`config.mk`:
```
export PLATFORM = sky130hd
export DESIGN_NAME = pipe_scroller_flat
export DESIGN_NICKNAME = d
export VERILOG_FILES = /design/src/rtl/flappy_pkg.sv /design/src/rtl/pipe_scroller_if.sv /design/src/rtl/pipe_scroller_lfsr16.sv /design/src/rtl/pipe_scroller.sv /design/src/flat_wrapper.sv
export SDC_FILE = /design/constraint.sdc
export NUM_CORES = 1
export LEC_CHECK = 0
export CAP_MARGIN = 10
export CORE_ASPECT_RATIO = 1.4
export CORE_MARGIN = 2
export CORE_UTILIZATION = 40
export CTS_BUF_LIST = sky130_fd_sc_hd__clkbuf_8
export DETAILED_ROUTE_END_ITERATION = 12
export PLACE_DENSITY = 0.79
export SLEW_MARGIN = 20
export SYNTH_ARGS = -nofsm -noshare
export SYNTH_HDL_FRONTEND = slang
export SYNTH_SLANG_ARGS = --single-unit
```
`constraint.sdc`:
```
create_clock -name clk_vga -period 5.4 [get_ports clk_vga]
set_input_delay 1.08 -clock clk_vga [delete_from_list [all_inputs] [get_ports clk_vga]]
set_output_delay 1.08 -clock clk_vga [all_outputs]
set_load 0.02 [all_outputs]
```
`src/rtl/flappy_pkg.sv`:
```
// flappy_pkg: playfield geometry, slot ring constants and edge clipping helpers
package flappy_pkg;
  localparam int NPIPE = 5;
  localparam logic [10:0] LEFT = 11'd155;
  localparam logic [10:0] BG_W = 11'd330;
  localparam logic [10:0] PIPE_W = 11'd52;
  localparam logic [10:0] GAP_H = 11'd120;
  localparam logic [10:0] GAP_MIN = 11'd80;
  localparam logic [10:0] SPACING = 11'd132;
  localparam logic [10:0] SPEED = 11'd2;
  localparam logic [10:0] SPAN = 11'd660;
  localparam logic [10:0] RIGHT = LEFT + BG_W - 11'd1;
  localparam logic [10:0] VIS_MAX = BG_W + PIPE_W - 11'd1;
  localparam logic [10:0] P0 = VIS_MAX + 11'd1;
  localparam logic [10:0] COIN_L = 11'd16;
  localparam logic [10:0] COIN_R = 11'd35;
  localparam logic [10:0] COIN_DY = 11'd50;
  localparam logic [7:0] G_INIT = 8'd80;
  localparam logic [15:0] LFSR_SEED = 16'hACE1;
  function automatic logic [9:0] clip_l(input logic [10:0] x);
    return x < LEFT ? LEFT[9:0] : x[9:0];
  endfunction
  function automatic logic [9:0] clip_r(input logic [10:0] x);
    return x > RIGHT ? RIGHT[9:0] : x[9:0];
  endfunction
endpackage

```
`src/rtl/pipe_scroller_if.sv`:
```
// pipe_scroller_if: frame controls in, per-slot obstacle geometry and strobes out
interface pipe_scroller_if;
  logic frame_tick;
  logic run;
  logic q_Initial;
  logic [9:0] bird_x_l;
  logic [49:0] x_edge_l;
  logic [49:0] x_edge_r;
  logic [49:0] y_edge_top;
  logic [49:0] y_edge_bottom;
  logic [49:0] x_coin_l;
  logic [49:0] x_coin_r;
  logic [49:0] y_coin;
  logic shift_Coin;
  logic pass_pulse;
  modport master (
    output frame_tick, run, q_Initial, bird_x_l,
    input x_edge_l, x_edge_r, y_edge_top, y_edge_bottom, x_coin_l, x_coin_r, y_coin, shift_Coin, pass_pulse
  );
  modport slave (
    input frame_tick, run, q_Initial, bird_x_l,
    output x_edge_l, x_edge_r, y_edge_top, y_edge_bottom, x_coin_l, x_coin_r, y_coin, shift_Coin, pass_pulse
  );
endinterface

```
`src/rtl/pipe_scroller_lfsr16.sv`:
```
// lfsr16: 16-bit Fibonacci LFSR (taps 16,14,13,11) with step enable and seed reload
module lfsr16
  import flappy_pkg::*;
(
  input  logic        clk_vga,
  input  logic        rst_n,
  input  logic        load,
  input  logic        en,
  output logic [15:0] q
);
  always_ff @(posedge clk_vga)
    if (!rst_n || load) q <= LFSR_SEED;
    else if (en) q <= {q[0] ^ q[2] ^ q[3] ^ q[5], q[15:1]};
endmodule

```
`src/rtl/pipe_scroller.sv`:
```
// pipe_scroller: steps five obstacle slots around a 660-px ring once per frame
// and maps each slot onto clipped playfield pipe/coin edges.
module pipe_scroller
  import flappy_pkg::*;
(
  input logic clk_vga,
  input logic rst_n,
  pipe_scroller_if.slave bus
);
  logic [NPIPE-1:0] wrap;
  logic [NPIPE-1:0] pass;
  logic [15:0] lfsr;
  logic [10:0] bird;
  logic step;
  logic clr;
  assign clr = !rst_n || bus.q_Initial;
  assign step = bus.frame_tick && bus.run && !clr;
  assign bird = {1'b0, bus.bird_x_l};
  lfsr16 u_lfsr (
    .clk_vga(clk_vga),
    .rst_n(rst_n),
    .load(bus.q_Initial),
    .en(step && |wrap),
    .q(lfsr)
  );
  for (genvar i = 0; i < NPIPE; i++) begin : g_slot
    logic [10:0] p;
    logic [7:0] g;
    logic [10:0] l;
    logic [10:0] r;
    logic [10:0] yt;
    logic vis;
    assign wrap[i] = p <= SPEED;
    assign vis = |p && p <= VIS_MAX;
    assign l = p + LEFT - PIPE_W;
    assign r = l + PIPE_W - 11'd1;
    assign yt = GAP_MIN + {3'b0, g};
    // a wrapping slot lands off-screen right, so it can never cross the bird
    assign pass[i] = vis && !wrap[i] && r >= bird && r - SPEED < bird;
    assign bus.x_edge_l[10*i +: 10] = vis ? clip_l(l) : 10'd1023;
    assign bus.x_edge_r[10*i +: 10] = vis ? clip_r(r) : 10'd0;
    assign bus.x_coin_l[10*i +: 10] = vis ? clip_l(l + COIN_L) : 10'd1023;
    assign bus.x_coin_r[10*i +: 10] = vis ? clip_r(l + COIN_R) : 10'd0;
    assign bus.y_edge_top[10*i +: 10] = yt[9:0];
    assign bus.y_edge_bottom[10*i +: 10] = 10'(yt + GAP_H);
    assign bus.y_coin[10*i +: 10] = 10'(yt + COIN_DY);
    always_ff @(posedge clk_vga)
      if (clr) begin
        p <= P0 + SPACING * 11'(i);
        g <= G_INIT;
      end else if (step) begin
        p <= wrap[i] ? p - SPEED + SPAN : p - SPEED;
        if (wrap[i]) g <= lfsr[7:0];
      end
  end
  always_ff @(posedge clk_vga)
    if (clr) begin
      bus.shift_Coin <= 1'b0;
      bus.pass_pulse <= 1'b0;
    end else begin
      bus.shift_Coin <= step && |wrap;
      bus.pass_pulse <= step && |pass;
    end
endmodule
```
`src/flat_wrapper.sv`:
```
// flat-port wrapper written by rule: the top's interface ports become plain ports
module pipe_scroller_flat import flappy_pkg::*;
  (clk_vga, rst_n, bus_frame_tick, bus_run, bus_q_Initial, bus_bird_x_l, bus_x_edge_l, bus_x_edge_r, bus_y_edge_top, bus_y_edge_bottom, bus_x_coin_l, bus_x_coin_r, bus_y_coin, bus_shift_Coin, bus_pass_pulse);
  pipe_scroller_if bus_i ();
  input logic clk_vga;
  input logic rst_n;
  input wire logic [$bits(bus_i.frame_tick)-1:0] bus_frame_tick;
  input wire logic [$bits(bus_i.run)-1:0] bus_run;
  input wire logic [$bits(bus_i.q_Initial)-1:0] bus_q_Initial;
  input wire logic [$bits(bus_i.bird_x_l)-1:0] bus_bird_x_l;
  output wire logic [$bits(bus_i.x_edge_l)-1:0] bus_x_edge_l;
  output wire logic [$bits(bus_i.x_edge_r)-1:0] bus_x_edge_r;
  output wire logic [$bits(bus_i.y_edge_top)-1:0] bus_y_edge_top;
  output wire logic [$bits(bus_i.y_edge_bottom)-1:0] bus_y_edge_bottom;
  output wire logic [$bits(bus_i.x_coin_l)-1:0] bus_x_coin_l;
  output wire logic [$bits(bus_i.x_coin_r)-1:0] bus_x_coin_r;
  output wire logic [$bits(bus_i.y_coin)-1:0] bus_y_coin;
  output wire logic [$bits(bus_i.shift_Coin)-1:0] bus_shift_Coin;
  output wire logic [$bits(bus_i.pass_pulse)-1:0] bus_pass_pulse;
  assign bus_i.frame_tick = bus_frame_tick;
  assign bus_i.run = bus_run;
  assign bus_i.q_Initial = bus_q_Initial;
  assign bus_i.bird_x_l = bus_bird_x_l;
  assign bus_x_edge_l = bus_i.x_edge_l;
  assign bus_x_edge_r = bus_i.x_edge_r;
  assign bus_y_edge_top = bus_i.y_edge_top;
  assign bus_y_edge_bottom = bus_i.y_edge_bottom;
  assign bus_x_coin_l = bus_i.x_coin_l;
  assign bus_x_coin_r = bus_i.x_coin_r;
  assign bus_y_coin = bus_i.y_coin;
  assign bus_shift_Coin = bus_i.shift_Coin;
  assign bus_pass_pulse = bus_i.pass_pulse;
  pipe_scroller u_core (.clk_vga(clk_vga), .rst_n(rst_n), .bus(bus_i));
endmodule
```
=== After elaboration in Yosys (flattened, before gate mapping) ===
Cells that the tools add are included.

* $add $sub $neg: 60
* Reductions and logical operators: 44
* Multiplexer cells: 45
* Magnitude comparators: 40
* Bitwise operators: 3

{| class="wikitable"
|+ Operator list
! cell !! count
|-
| two-way mux 10 bit || 40
|-
| adder 11 x 6 -> 11 bit (second input constant) || 10
|-
| greater-than comparator 11 x 9 -> 1 bit (second input constant) || 10
|-
| < comparator 11 x 8 -> 1 bit (second input constant) || 10
|-
| subtractor 11 x 2 -> 11 bit (second input constant) || 10
|-
| adder 11 x 10 -> 11 bit (second input constant) || 5
|-
| adder 11 x 5 -> 11 bit (second input constant) || 5
|-
| adder 11 x 8 -> 11 bit (second input constant) || 5
|-
| greater-or-equal comparator 11 x 10 -> 1 bit || 5
|-
| less-or-equal comparator 11 x 2 -> 1 bit (second input constant) || 5
|-
| less-or-equal comparator 11 x 9 -> 1 bit (second input constant) || 5
|-
| < comparator 11 x 10 -> 1 bit || 5
|-
| two-way mux 11 bit || 5
|-
| OR reduction 11 bit || 5
|-
| subtractor 11 x 1 -> 11 bit (second input constant) || 5
|-
| subtractor 11 x 6 -> 11 bit (second input constant) || 5
|-
| adder 10 x 6 -> 10 bit (second input constant) || 5
|-
| adder 10 x 7 -> 10 bit (second input constant) || 5
|-
| adder 7 x 8 -> 9 bit (first input constant) || 5
|-
| logical AND 1 bit || 24
|-
| AND reduction 2 bit || 5
|-
| OR reduction 5 bit || 2
|-
| zero test 1 bit || 7
|-
| XOR 1 bit || 3
|-
| logical OR 1 bit || 1
|}

* Word-level logic and storage cells: 205
* Flip-flop bits (word level): 113
* Output and inout bits: 352
* Input port bits: 15

=== Depth between registers and ports, before layout ===
* Depth after elaboration: 9
* Depth in mapped cells: 23
* Gate-level depth less buffers: 20

=== Modules after synthesis ===
From an unflattened synthesis, not the netlist that was laid out.

* Cells, all modules: 2,190
* Area total of the unflattened synthesis: 15,727.6 um2

{| class="wikitable"
|+ Modules (own cells, without submodules)
! module !! area each (um2) !! cells an instance !! instances
|-
| pipe_scroller || 15,115.7 || 2,133 || 1
|-
| lfsr16 || 611.8 || 57 || 1
|}

=== Worst setup path before layout ===
OpenSTA, ideal clock, no wires.

* Kind: reg2out
* Start: reg u_core.g_slot[2].p[1]
* End: out bus_x_coin_r[22]
* Slack: 784 ps
* Stages on the path, launching flop included: 15
* Arrival time: 3,536 ps
* Cells stage by stage: dfxtp_1 > buf_1 > inv_1 > ha_1 > buf_2 > nand3b_1 > xor2_2 > inv_1 > ha_1 > a21oi_1 > xor2_1 > nor2_1 > mux2_2 > o41a_1 > a21oi_1

* Longest elaborated chain between the ends: 6

{| class="wikitable"
|+ Ends and longest elaborated chain
! what !! line !! text
|-
| start, declared || pipe_scroller.sv:27 || <nowiki>logic [10:0] p;</nowiki>
|-
| start signal, assigned || pipe_scroller.sv:49 || <nowiki>p <= P0 + SPACING * 11'(i);</nowiki>
|-
| start signal, assigned || pipe_scroller.sv:52 || <nowiki>p <= wrap[i] ? p - SPEED + SPAN : p - SPEED;</nowiki>
|-
| adder 11 x 8 -> 11 bit * || pipe_scroller.sv:35 || <nowiki>assign l = p + LEFT - PIPE_W;</nowiki>
|-
| subtractor 11 x 6 -> 11 bit * || pipe_scroller.sv:35 ||
|-
| net u_core.g_slot[2].l[1] || pipe_scroller.sv:29 || <nowiki>logic [10:0] l;</nowiki>
|-
| adder 11 x 6 -> 11 bit * || pipe_scroller.sv:43 || <nowiki>assign bus.x_coin_r[10*i +: 10] = vis ? clip_r(l + COIN_R) : 10'd0;</nowiki>
|-
| greater-than comparator 11 x 9 -> 1 bit || flappy_pkg.sv:24 || <nowiki>return x > RIGHT ? RIGHT[9:0] : x[9:0];</nowiki>
|-
| two-way mux 10 bit * || flappy_pkg.sv:24 ||
|-
| two-way mux 10 bit * || pipe_scroller.sv:43 ||
|-
| end, declared || flat_wrapper.sv:16 || <nowiki>output wire logic [$bits(bus_i.x_coin_r)-1:0] bus_x_coin_r;</nowiki>
|}

The timed path passes the listed nets; every way through them passes the cells marked *.

=== Worst setup path after layout ===
* Start: reg u_core.g_slot[3].p[2]
* End: out bus_x_coin_r[33]

* Longest elaborated chain between the ends: 6

{| class="wikitable"
|+ Ends and longest elaborated chain
! what !! line
|-
| start, declared || pipe_scroller.sv:27
|-
| start signal, assigned || pipe_scroller.sv:49
|-
| start signal, assigned || pipe_scroller.sv:52
|-
| adder 11 x 8 -> 11 bit || pipe_scroller.sv:35
|-
| subtractor 11 x 6 -> 11 bit || pipe_scroller.sv:35
|-
| adder 11 x 6 -> 11 bit || pipe_scroller.sv:43
|-
| greater-than comparator 11 x 9 -> 1 bit || flappy_pkg.sv:24
|-
| two-way mux 10 bit || flappy_pkg.sv:24
|-
| two-way mux 10 bit * || pipe_scroller.sv:43
|}

Every way passes the cells marked *; elsewhere a longest branch is shown, timed or not.

==> impl_metrics.yaml <==
outcome:
  status: "complete, no violations"
synthesis:
  synth_edf_count: 0
  synth_top_cell_area_share_pct: 14.12
  syn_inst: 2172
  synth_area_leaders: "dfxtp_1 (14%), ha_1 (13%), xnor2_1 (9.9%)"
  yosys_warnings: 0
  syn_area_mm2: 0.01531
  ys_ff_latch: 108
  ys_types: 94
  synth.largest_area_cell: "dfxtp_1"
  ys_async_sr_fraction_pct: 0
  ys_seq_area_share_pct: 14.12
  synth_top_flop_cell: "dfxtp_1"
  avgSynthCellArea_um2: 7.050
timing:
  report.final.setup_viol: 0
  period_share_pct: 95.34
  hold_violations: 0
  skew_ns: 0.02371
  slew_viol_final: 0
  worst_pin_slew_ns: 0.9750
  min_period_ns: 5.149
  worst_slack_ns: 0.2514
  fmax_mhz: 194.2
  maxSlewHeadroom_pct: 34.40
detailed_routing:
  ant_nets: 0
  wl_um: 47630
  vias_per_cell: 5.576
  drtPass1Iterations: 5
  wl_met1_um: 18440
  vias: 15990
  wl_per_cell_um: 16.61
  drcViolationCount: 0
  dr.first_iter.drc_count: 1116
  wl_met2_um: 24870
  highest_layer: "met4"
  dr_wl_met3_um: 2268
clocking:
  hold_buffers: 0
  clock-root-buffer: "clkbuf_8"
  clk_path_buf_depth: 2
  htreeDepth: 3
  clk_pin_slew_ns: 0.13
  clk_latency_ns: 0.39
  cts_tree: "built"
  cts-buffers-inserted: 9
  cts.sinks: 108
hold_path:
  hold_depth: 2
  hp-class: "register to register"
floorplanning:
  die_y_um: 235.5
  floorplan.die.width_um: 169.4
  num_io_pins: 367
  die-area_mm2: 0.03989
  core_mm2: 0.03763
  fp-row-count: 84
  start_util_pct: 40.70
worst_setup_path:
  cpMaxStageDelayCell: "clkdlybuf4s50_1"
  endpoint_kind: "primary output"
  crit_path_start_kind: "register"
  ff2ff_path_depth: 19
  arrival_ns: 4.07
  required_ns: 4.32
  worstSetupPathType: "register to primary output"
  crit_chain: "inv_1 -> ha_1 -> nand3b_4 -> xor2_4 -> clkinvlp_4 -> ha_1 -> a21oi_2 -> xnor2_1 -> nand2_1 -> mux2i_1 -> o31a_1 -> nand2_1 -> nor2_1 -> clkdlybuf4s50_1"
  critical_path.max_fanout: 11
  max_stage_delay_ns: 0.63
place:
  place_congestion: 0.9661
  place_ws_ns: 0.4941
  dp_hpwl_um: 37160
  port_buffers: 326
final_layout:
  finalNetCount: 2567
  layout-drive-gt1-share_pct: 6.435
  area_delta_synth_final_pct: 22.76
  final_cell_mix: "clkdlybuf4s50_1 (325), nand2_1 (282), nor2_1 (204), a21oi_1 (185), xnor2_1 (166)"
  layout_commonest_cell: "clkdlybuf4s50_1"
global_route:
  grt_pass1_wl_um: 76400
  grt_start_max_net_pins: 49
  grt-ovfl-total: 0
  antenna_found_initial: 1
  grt_pass1_vias: 15330
  grtUsageTotal_pct: 22.88
power_and_ir_drop:
  leakage_nw: 7.320
  peakVddDrop_uv: 101.9
  p_per_area_mw_per_mm2: 91.17
  fin_total_pwr_w: 0.001714
flow_run:
  drv_cap: 0
==> metrics by stage <==
step / instances / util (%) / cell area (µm²) / hold slack, ns / setup TNS [ns]
after floorplan: 2210 / - / 15460 / 0.4262 / 0
after global placement: 2843 / 48.97 / 18430 / 0.4374 / 0
after detailed placement: 2843 / 48.97 / 18430 / 0.4486 / 0
after CTS: 2859 / 49.52 / 18630 / 0.4584 / 0
after global routing: 2867 / 49.96 / 18800 / 0.4739 / -0.1194
final: 2867 / 49.96 / 18800 / 0.4521 / 0
==> cells in the mapped netlist, types with 12 or more instances <==
master / instances
a21oi_1: 187
a31oi_1: 23
and2_1: 17
and3_1: 15
buf_2: 19
buf_4: 92
clkbuf_1: 82
dfxtp_1: 108
ha_1: 164
inv_1: 90
mux2i_1: 13
nand2_1: 283
nand2b_1: 25
nand3_1: 73
nor2_1: 204
nor2b_1: 20
nor3_1: 64
o211ai_1: 12
o21a_1: 17
o21ai_0: 152
or3_1: 26
xnor2_1: 173
xor2_1: 67
==> state kept, by name, summed over array words and instances, names as in the netlist <==
signal	flops
u_core.bus.pass_pulse	1
u_core.bus.shift_Coin	1
u_core.g_slot.g	40
u_core.g_slot.p	50
u_core.u_lfsr.q	16
==> cell type report <==
| cell class | instances | area, µm² |
|---|---|---|
| antenna | 1 | 2.502 |
| timing repair buffer | 368 | 3581 |
| sequential | 108 | 2171 |
| multi-input combinational | 1798 | 11860 |
| tap | 473 | 591.8 |
| fill | 3632 | 18830 |
| inverter | 103 | 392.9 |
| clock buffer | 9 | 123.9 |
| clock inverter | 7 | 73.82 |
==> critical path, delay by kind of cell (launching register included) <==
family	cells	cell delay (ns)
flops	1	0.47
buf+inv	3	1.01
simple gates	4	0.49
mux	1	0.29
compound gates	2	0.50
xor+xnor	2	0.41
fa+ha+maj	2	0.50
==> per-layer routing <==
layer  global-route usage (%)  up-vias
met1                    25.16     7490
met3                    1.816      129
met2                    43.75      603
met4                    10.67        0
met5                        0        -
li1                         -     7765
==> report_power, final <==
group          total, W  internal, W  switching, W
clock          0.000507     0.000185      0.000323
combinational  0.000402     0.000143      0.000260
sequential     0.000804     0.000799    0.00000497
total           0.00171      0.00113      0.000587
==> path summary, 6_finish.rpt <==
path,start,end,slack (ns)
worst max register to register,u_core.g_slot[4].p[2],u_core.bus.pass_pulse,0.65
worst max-delay path,u_core.g_slot[3].p[2],bus_x_coin_r[33],0.25
worst min register to register,u_core.u_lfsr.q[8],u_core.u_lfsr.q[7],0.45
worst min-delay path,u_core.u_lfsr.q[8],u_core.u_lfsr.q[7],0.45
==> what timing repair did <==
| action | 4_1_cts | 5_1_grt |
|---|---|---|
| pin swaps | 0 | 1 |
| endpoints found under the setup margin | 2 | 66 |
| gates cloned | 0 | 0 |
| buffers inserted | 0 | 7 |
| gates resized for setup | 1 | 24 |
==> kinds of logic after synthesis <==
group / share of synthesized area, %
adders and majority gates: 13.47
DFF: 14.12
xor gates and xnor gates: 16.04
buffers and inverters: 10.11
and+or+nand+nor: 24.68
muxes: 1.070
other: 0.04904
AOI/OAI and AO/OA: 20.48
Power figures use the tool's default switching activity.
